**config.mk**
```make
export PLATFORM = sky130hd
export DESIGN_NAME = key_expand_seq
export DESIGN_NICKNAME = d
export VERILOG_FILES = /design/src/rtl/aes_pkg.sv /design/src/rtl/key_round_fwd.sv /design/src/rtl/key_expand_seq.sv
export SDC_FILE = /design/constraint.sdc
export NUM_CORES = 2
export LEC_CHECK = 0
export BUFFER_PORTS_ARGS = -buffer_cell sky130_fd_sc_hd__buf_2
export CAP_MARGIN = 30
export CELL_PAD_IN_SITES_DETAIL_PLACEMENT = 2
export CELL_PAD_IN_SITES_GLOBAL_PLACEMENT = 2
export CORE_MARGIN = 5
export CORE_UTILIZATION = 35
export DETAILED_ROUTE_END_ITERATION = 8
export PLACE_DENSITY = 0.79
export SLEW_MARGIN = 20
export SYNTH_ARGS = -nofsm -noshare
export SYNTH_HDL_FRONTEND = slang
export SYNTH_SLANG_ARGS = --single-unit
```
**constraint.sdc**
```tcl
create_clock -name clk -period 5.6 [get_ports clk]
set_input_delay 0.84 -clock clk [delete_from_list [all_inputs] [get_ports clk]]
set_output_delay 0.84 -clock clk [all_outputs]
set_load 0.05 [all_outputs]
```
**src/rtl/aes_pkg.sv**
```systemverilog
// Shared AES definitions: round-key type, round count, S-box, RCON.
// Used by the forward key expander and its round sub-module.
package aes_pkg;

  localparam int NR = 10;
  localparam int KW = 128;

  typedef logic [KW-1:0] key_t;

  localparam logic [7:0] SBOX [0:255] = '{
    8'h63,8'h7c,8'h77,8'h7b,8'hf2,8'h6b,8'h6f,8'hc5,
    8'h30,8'h01,8'h67,8'h2b,8'hfe,8'hd7,8'hab,8'h76,
    8'hca,8'h82,8'hc9,8'h7d,8'hfa,8'h59,8'h47,8'hf0,
    8'had,8'hd4,8'ha2,8'haf,8'h9c,8'ha4,8'h72,8'hc0,
    8'hb7,8'hfd,8'h93,8'h26,8'h36,8'h3f,8'hf7,8'hcc,
    8'h34,8'ha5,8'he5,8'hf1,8'h71,8'hd8,8'h31,8'h15,
    8'h04,8'hc7,8'h23,8'hc3,8'h18,8'h96,8'h05,8'h9a,
    8'h07,8'h12,8'h80,8'he2,8'heb,8'h27,8'hb2,8'h75,
    8'h09,8'h83,8'h2c,8'h1a,8'h1b,8'h6e,8'h5a,8'ha0,
    8'h52,8'h3b,8'hd6,8'hb3,8'h29,8'he3,8'h2f,8'h84,
    8'h53,8'hd1,8'h00,8'hed,8'h20,8'hfc,8'hb1,8'h5b,
    8'h6a,8'hcb,8'hbe,8'h39,8'h4a,8'h4c,8'h58,8'hcf,
    8'hd0,8'hef,8'haa,8'hfb,8'h43,8'h4d,8'h33,8'h85,
    8'h45,8'hf9,8'h02,8'h7f,8'h50,8'h3c,8'h9f,8'ha8,
    8'h51,8'ha3,8'h40,8'h8f,8'h92,8'h9d,8'h38,8'hf5,
    8'hbc,8'hb6,8'hda,8'h21,8'h10,8'hff,8'hf3,8'hd2,
    8'hcd,8'h0c,8'h13,8'hec,8'h5f,8'h97,8'h44,8'h17,
    8'hc4,8'ha7,8'h7e,8'h3d,8'h64,8'h5d,8'h19,8'h73,
    8'h60,8'h81,8'h4f,8'hdc,8'h22,8'h2a,8'h90,8'h88,
    8'h46,8'hee,8'hb8,8'h14,8'hde,8'h5e,8'h0b,8'hdb,
    8'he0,8'h32,8'h3a,8'h0a,8'h49,8'h06,8'h24,8'h5c,
    8'hc2,8'hd3,8'hac,8'h62,8'h91,8'h95,8'he4,8'h79,
    8'he7,8'hc8,8'h37,8'h6d,8'h8d,8'hd5,8'h4e,8'ha9,
    8'h6c,8'h56,8'hf4,8'hea,8'h65,8'h7a,8'hae,8'h08,
    8'hba,8'h78,8'h25,8'h2e,8'h1c,8'ha6,8'hb4,8'hc6,
    8'he8,8'hdd,8'h74,8'h1f,8'h4b,8'hbd,8'h8b,8'h8a,
    8'h70,8'h3e,8'hb5,8'h66,8'h48,8'h03,8'hf6,8'h0e,
    8'h61,8'h35,8'h57,8'hb9,8'h86,8'hc1,8'h1d,8'h9e,
    8'he1,8'hf8,8'h98,8'h11,8'h69,8'hd9,8'h8e,8'h94,
    8'h9b,8'h1e,8'h87,8'he9,8'hce,8'h55,8'h28,8'hdf,
    8'h8c,8'ha1,8'h89,8'h0d,8'hbf,8'he6,8'h42,8'h68,
    8'h41,8'h99,8'h2d,8'h0f,8'hb0,8'h54,8'hbb,8'h16
  };

  function automatic logic [7:0] sbox(
    input logic [7:0] b
  );
    return SBOX[b];
  endfunction

  // Round constant for rounds 1..10; index 0 and 11..15 unused.
  function automatic logic [7:0] rcon_of(
    input logic [3:0] r
  );
    logic [7:0] v;
    v = 8'h00;
    case (r)
      4'd1:    v = 8'h01;
      4'd2:    v = 8'h02;
      4'd3:    v = 8'h04;
      4'd4:    v = 8'h08;
      4'd5:    v = 8'h10;
      4'd6:    v = 8'h20;
      4'd7:    v = 8'h40;
      4'd8:    v = 8'h80;
      4'd9:    v = 8'h1b;
      4'd10:   v = 8'h36;
      default: v = 8'h00;
    endcase
    return v;
  endfunction

endpackage

```
**src/rtl/key_round_fwd.sv**
```systemverilog
// One forward AES-128 key-schedule round (combinational).
// Ports: key (previous round key), rcon (round constant), nxt (next key).
module key_round_fwd
  import aes_pkg::*;
(
  input  key_t       key,
  input  logic [7:0] rcon,
  output key_t       nxt
);

  logic [31:0] w0, w1, w2, w3;
  logic [31:0] rot, sub, t;
  logic [31:0] n0, n1, n2, n3;

  assign w0 = key[127:96];
  assign w1 = key[95:64];
  assign w2 = key[63:32];
  assign w3 = key[31:0];

  assign rot = {w3[23:0], w3[31:24]};
  assign sub = {sbox(rot[31:24]), sbox(rot[23:16]),
                sbox(rot[15:8]),  sbox(rot[7:0])};
  assign t   = sub ^ {rcon, 24'h0};

  assign n0  = w0 ^ t;
  assign n1  = w1 ^ n0;
  assign n2  = w2 ^ n1;
  assign n3  = w3 ^ n2;
  assign nxt = {n0, n1, n2, n3};

endmodule

```
**src/rtl/key_expand_seq.sv**
```systemverilog
// Iterative AES-128 forward key expansion, one round key per clock,
// all 11 keys held in a register file with a random-access read port.
// Ports: clk, rst_n (sync, active low), key_in/in_valid/in_ready accept,
// busy, key_valid, key_last (round key 10), rd_addr/rd_key read port.
// Option: define KEYEXP_RD_REG_EN to register rd_key (1-cycle latency).
module key_expand_seq
  import aes_pkg::*;
#(
  parameter int KEY_W = 128,
  parameter int NR_P  = 10
) (
  input  logic       clk,
  input  logic       rst_n,
  input  key_t       key_in,
  input  logic       in_valid,
  output logic       in_ready,
  output logic       busy,
  output logic       key_valid,
  output key_t       key_last,
  input  logic [3:0] rd_addr,
  output key_t       rd_key
);

  if (KEY_W != 128 || NR_P != NR) begin : g_bad_cfg
    $error("key_expand_seq: only AES-128 (KEY_W=128, NR=10)");
  end

  typedef enum logic [1:0] {
    IDLE   = 2'd0,
    EXPAND = 2'd1,
    DONE   = 2'd2
  } state_t;

  state_t     state;
  logic [3:0] round;
  key_t       work;
  key_t       nxt;
  key_t       store [0:10];
  key_t       rd_sel;
  logic       accept;

  key_round_fwd u_round (
    .key  (work),
    .rcon (rcon_of(round)),
    .nxt  (nxt)
  );

  assign in_ready  = (state == IDLE) || (state == DONE);
  assign busy      = (state == EXPAND);
  assign key_valid = (state == DONE);
  assign key_last  = store[10];
  assign accept    = in_valid && in_ready;

  always_ff @(posedge clk) begin
    if (!rst_n) begin
      state <= IDLE;
      round <= 4'd0;
      work  <= '0;
      for (int i = 0; i <= 10; i++)
        store[i] <= '0;
    end else begin
      case (state)
        IDLE, DONE: begin
          if (accept) begin
            store[0] <= key_in;
            work     <= key_in;
            round    <= 4'd1;
            state    <= EXPAND;
          end
        end
        EXPAND: begin
          for (int i = 1; i <= 10; i++)
            if (round == 4'(i))
              store[i] <= nxt;
          work <= nxt;
          // Counter holds at 10 so it never wraps.
          if (round == 4'd10) begin
            state <= DONE;
          end else begin
            round <= round + 4'd1;
          end
        end
        default: state <= IDLE;
      endcase
    end
  end

  // Mux over the 11 valid entries; 11..15 read as zero.
  always_comb begin
    rd_sel = '0;
    for (int i = 0; i <= 10; i++)
      if (rd_addr == 4'(i))
        rd_sel = store[i];
  end

`ifdef KEYEXP_RD_REG_EN
  key_t rd_q;

  always_ff @(posedge clk) begin
    if (!rst_n) rd_q <= '0;
    else        rd_q <= rd_sel;
  end

  assign rd_key = rd_q;
`else
  assign rd_key = rd_sel;
`endif

endmodule

```
==> out/qor.yml <==
run_status:
  status: "finished, final reports clean"
die:
  fp-row-count: 175
  ios: 394
  die-height_um: 488
  chipWidth_um: 488
  dieArea_um2: 238000
  initial_utilization: 0.352
  core_um2: 227000
grt:
  antenna_found_initial: 39
  grt_usage: 0.338
  grt_pass1_wl_mm: 583
  grt_pass1_vias: 75800
  grt_overflow_total: 0
  grt_max_degree: 106
clock_tree:
  clock_latency_ns: 0.85
  cts_hold_buf: 0
  cts_buffers: 159
  cts_sinks: 1550
  tritoncts: "built"
  clock-root-buffer: "clkbuf_16"
  clockBufferDepth: 3
  path_clk_slew_ns: 0.07
  postCtsSetupRepairBufs: 0
  htree_levels: 4
  cts_resized: 0
worst_hold_path:
  hp-class: "primary input to flop"
synth:
  yosys.area.top_type: "edfxtp_1"
  synthCells: 7785
  ys_types: 91
  synth.most_common_cell: "nor2_1"
  synth_top_family_by_area: "compound AO/OA/AOI/OAI gates"
  synth_top_area_frac: 0.529
  synth_common_cells: "nor2_1 (1826), edfxtp_1 (1408), clkbuf_1 (632)"
  ys_ff_latch: 1550
  synth_area_um2: 80000
  synthXorXnorAreaFrac: 0.0240
  synth_edf_count: 1408
  postSynthAreaPerCell_um2: 10.3
  synthesis.nets: 7988
  synth_area_leaders: "edfxtp_1 (53%), nor2_1 (8.6%), dfxtp_1 (3.6%)"
  synth_compound_area_frac: 0.174
  synth_simple_gate_area_share: 0.161
  synth-main-ff-cell: "edfxtp_1"
  synthArstFlopShare: 0
  synthMuxAreaShare: 0.0214
  ys_seq_area_frac: 0.564
  synth_adder_area_share: 0.0110
  ys.warnings.count: 0
final_layout:
  nFillCells: 23700
  drive_gt1_frac: 0.157
  layout.nets: 8230
  syn_to_final_growth_pct: 15.9
  design_area_um2: 92600
  fin_cells: 11200
detailed_routing:
  ant_nets: 0
  drt_iter0_markers: 9779
  routedWlPerCell_um: 37.2
  dr.pass1.iters: 9
  drt-total-wl_mm: 416
  vias_per_cell: 6.50
  vias: 72700
  drcViolationCount: 0
sta:
  min_period_over_period: 0.896
  period_minus_slack_ns: 5.02
  fmax_mhz: 199
  rsz0062_at_grt: "false"
  final-setup-viol-count: 0
  maxSlewHeadroom: 0.323
  hold_viol: 0
  clock_skew_ns: 0.0422
  tightest_slew_ns: 1.01
  tns_ns: 0
  drv_slew: 0
  holdWs_ns: 0.343
placement:
  hpwl_mm: 289
  placed_cell_area_um2: 87500
  place_inst: 10900
  portBuffers: 393
  routabilityCongestion: 1.00
pwr:
  irDropWorstVdd_v: 0.000654
  leakage_nw: 35.1
  p_per_area_nw_per_um2: 736
  power_mw: 68.1
run:
  cap_violations: 0
critical_path:
  crit_slowest_cell: "xnor2_1"
  critPathMaxFanout: 15
  max_stage_delay_ns: 0.80
  crit_chain: "clkinv_1 -> buf_4 -> ha_1 -> nand2b_1 -> a311oi_1 -> a311oi_1 -> a311oi_1 -> o32ai_1 -> buf_4 -> xnor2_2 -> xnor2_1 -> buf_4 -> nor2_1"
  crit_required_ns: 6.13
  worst-setup-path-type: "flop to flop"
  worst_setup_path_end_kind: "flop"
  worst_ep_arrival_time_ns: 5.54
  worstSetupStartpointType: "flop"
-- worst max-delay path, delay by kind of cell (launching register included) --
kind	cells	cell delay [ns]
compound gates	4	1.16
xor+xnor	2	1.04
fa+ha+maj	1	0.75
buf+inv	4	1.02
flops	1	0.32
simple gates	2	0.38
-- path summary, 6_finish.rpt --
check	start	cells past startpoint	endpoint	slack (ns)
min	in_valid	3	state[1]	0.34
min reg2reg	work[59]	2	work[59]	0.51
max reg2reg	work[16]	13	store[1][57]	0.58
max	work[16]	13	store[1][57]	0.58
-- cells in the final DEF (no fill, tap or decap), types with 50 or more instances in the layout --
master and instances:
a221oi_1 52, o311ai_0 50, a211o_1 51, xnor2_1 114
nand2_1 379, buf_12 64, a211oi_1 142, a222oi_1 132
o21ai_0 307, clkbuf_16 162, nor3_1 128, ha_1 68
nor2b_1 80, dfxtp_1 131, a221o_1 55, and3_1 120
nand2b_1 108, and2_1 51, buf_4 403, a31oi_1 202
a22oi_1 141, nor2_1 1818, nand3_1 81, inv_1 105
buf_2 384, a21oi_1 457, a311oi_1 65, edfxtp_1 1408
mux4_2 51
-- logic make-up after synthesis --
family                   after synthesis
AO/OA/AOI/OAI                       2000
XOR/XNOR                             188
adder cells (fa/ha/maj)               71
buffers and inverters                902
flip-flops                          1550
multiplexers                         106
AND/OR/NAND/NOR                     2968
-- per-stage QoR --
| stage | util | setup slack, ns |
|---|---|---|
| finish | 0.408 | 0.582 |
| global route | 0.407 | 0.520 |
| CTS | 0.407 | 0.710 |
| detailed placement | 0.385 | 0.732 |
| global placement | 0.384 | 0.655 |
| floorplan | - | 0.740 |
-- where the power goes --
| group | leakage [nW] | switching (mW) | internal [mW] |
|---|---|---|---|
| sequential | 15.8 | 1.57 | 14.4 |
| combinational | 16.8 | 30.3 | 11.1 |
| clock | 2.46 | 4.89 | 5.97 |
| total | 35.1 | 36.7 | 31.4 |
-- metal layers --
metal	GRT usage	wire (µm)	part of all wire
met1	0.424	159000	0.38
met2	0.541	192000	0.46
met3	0.0706	38000	0.091
met4	0.191	27600	0.066
met5	0	141	0.00034
-- sequential cells by signal, indices dropped and copies added, names as in the netlist --
register and cells:
round 4, store 1408, state 2, work 128, u_round.rcon 8
-- cell type report --
| cell class | count | area (µm²) | area share |
|---|---|---|---|
| antenna | 14 | 35.0 | 0.000378 |
| clock buffer | 211 | 4300 | 0.0464 |
| clock inverter | 74 | 758 | 0.00819 |
| inverter | 123 | 472 | 0.00509 |
| multi-input combinational | 5333 | 31800 | 0.343 |
| sequential | 1550 | 45200 | 0.487 |
| tap | 3009 | 3760 | 0.0406 |
| timing repair buffer | 860 | 6400 | 0.0691 |
Power figures use the tool's default switching activity.
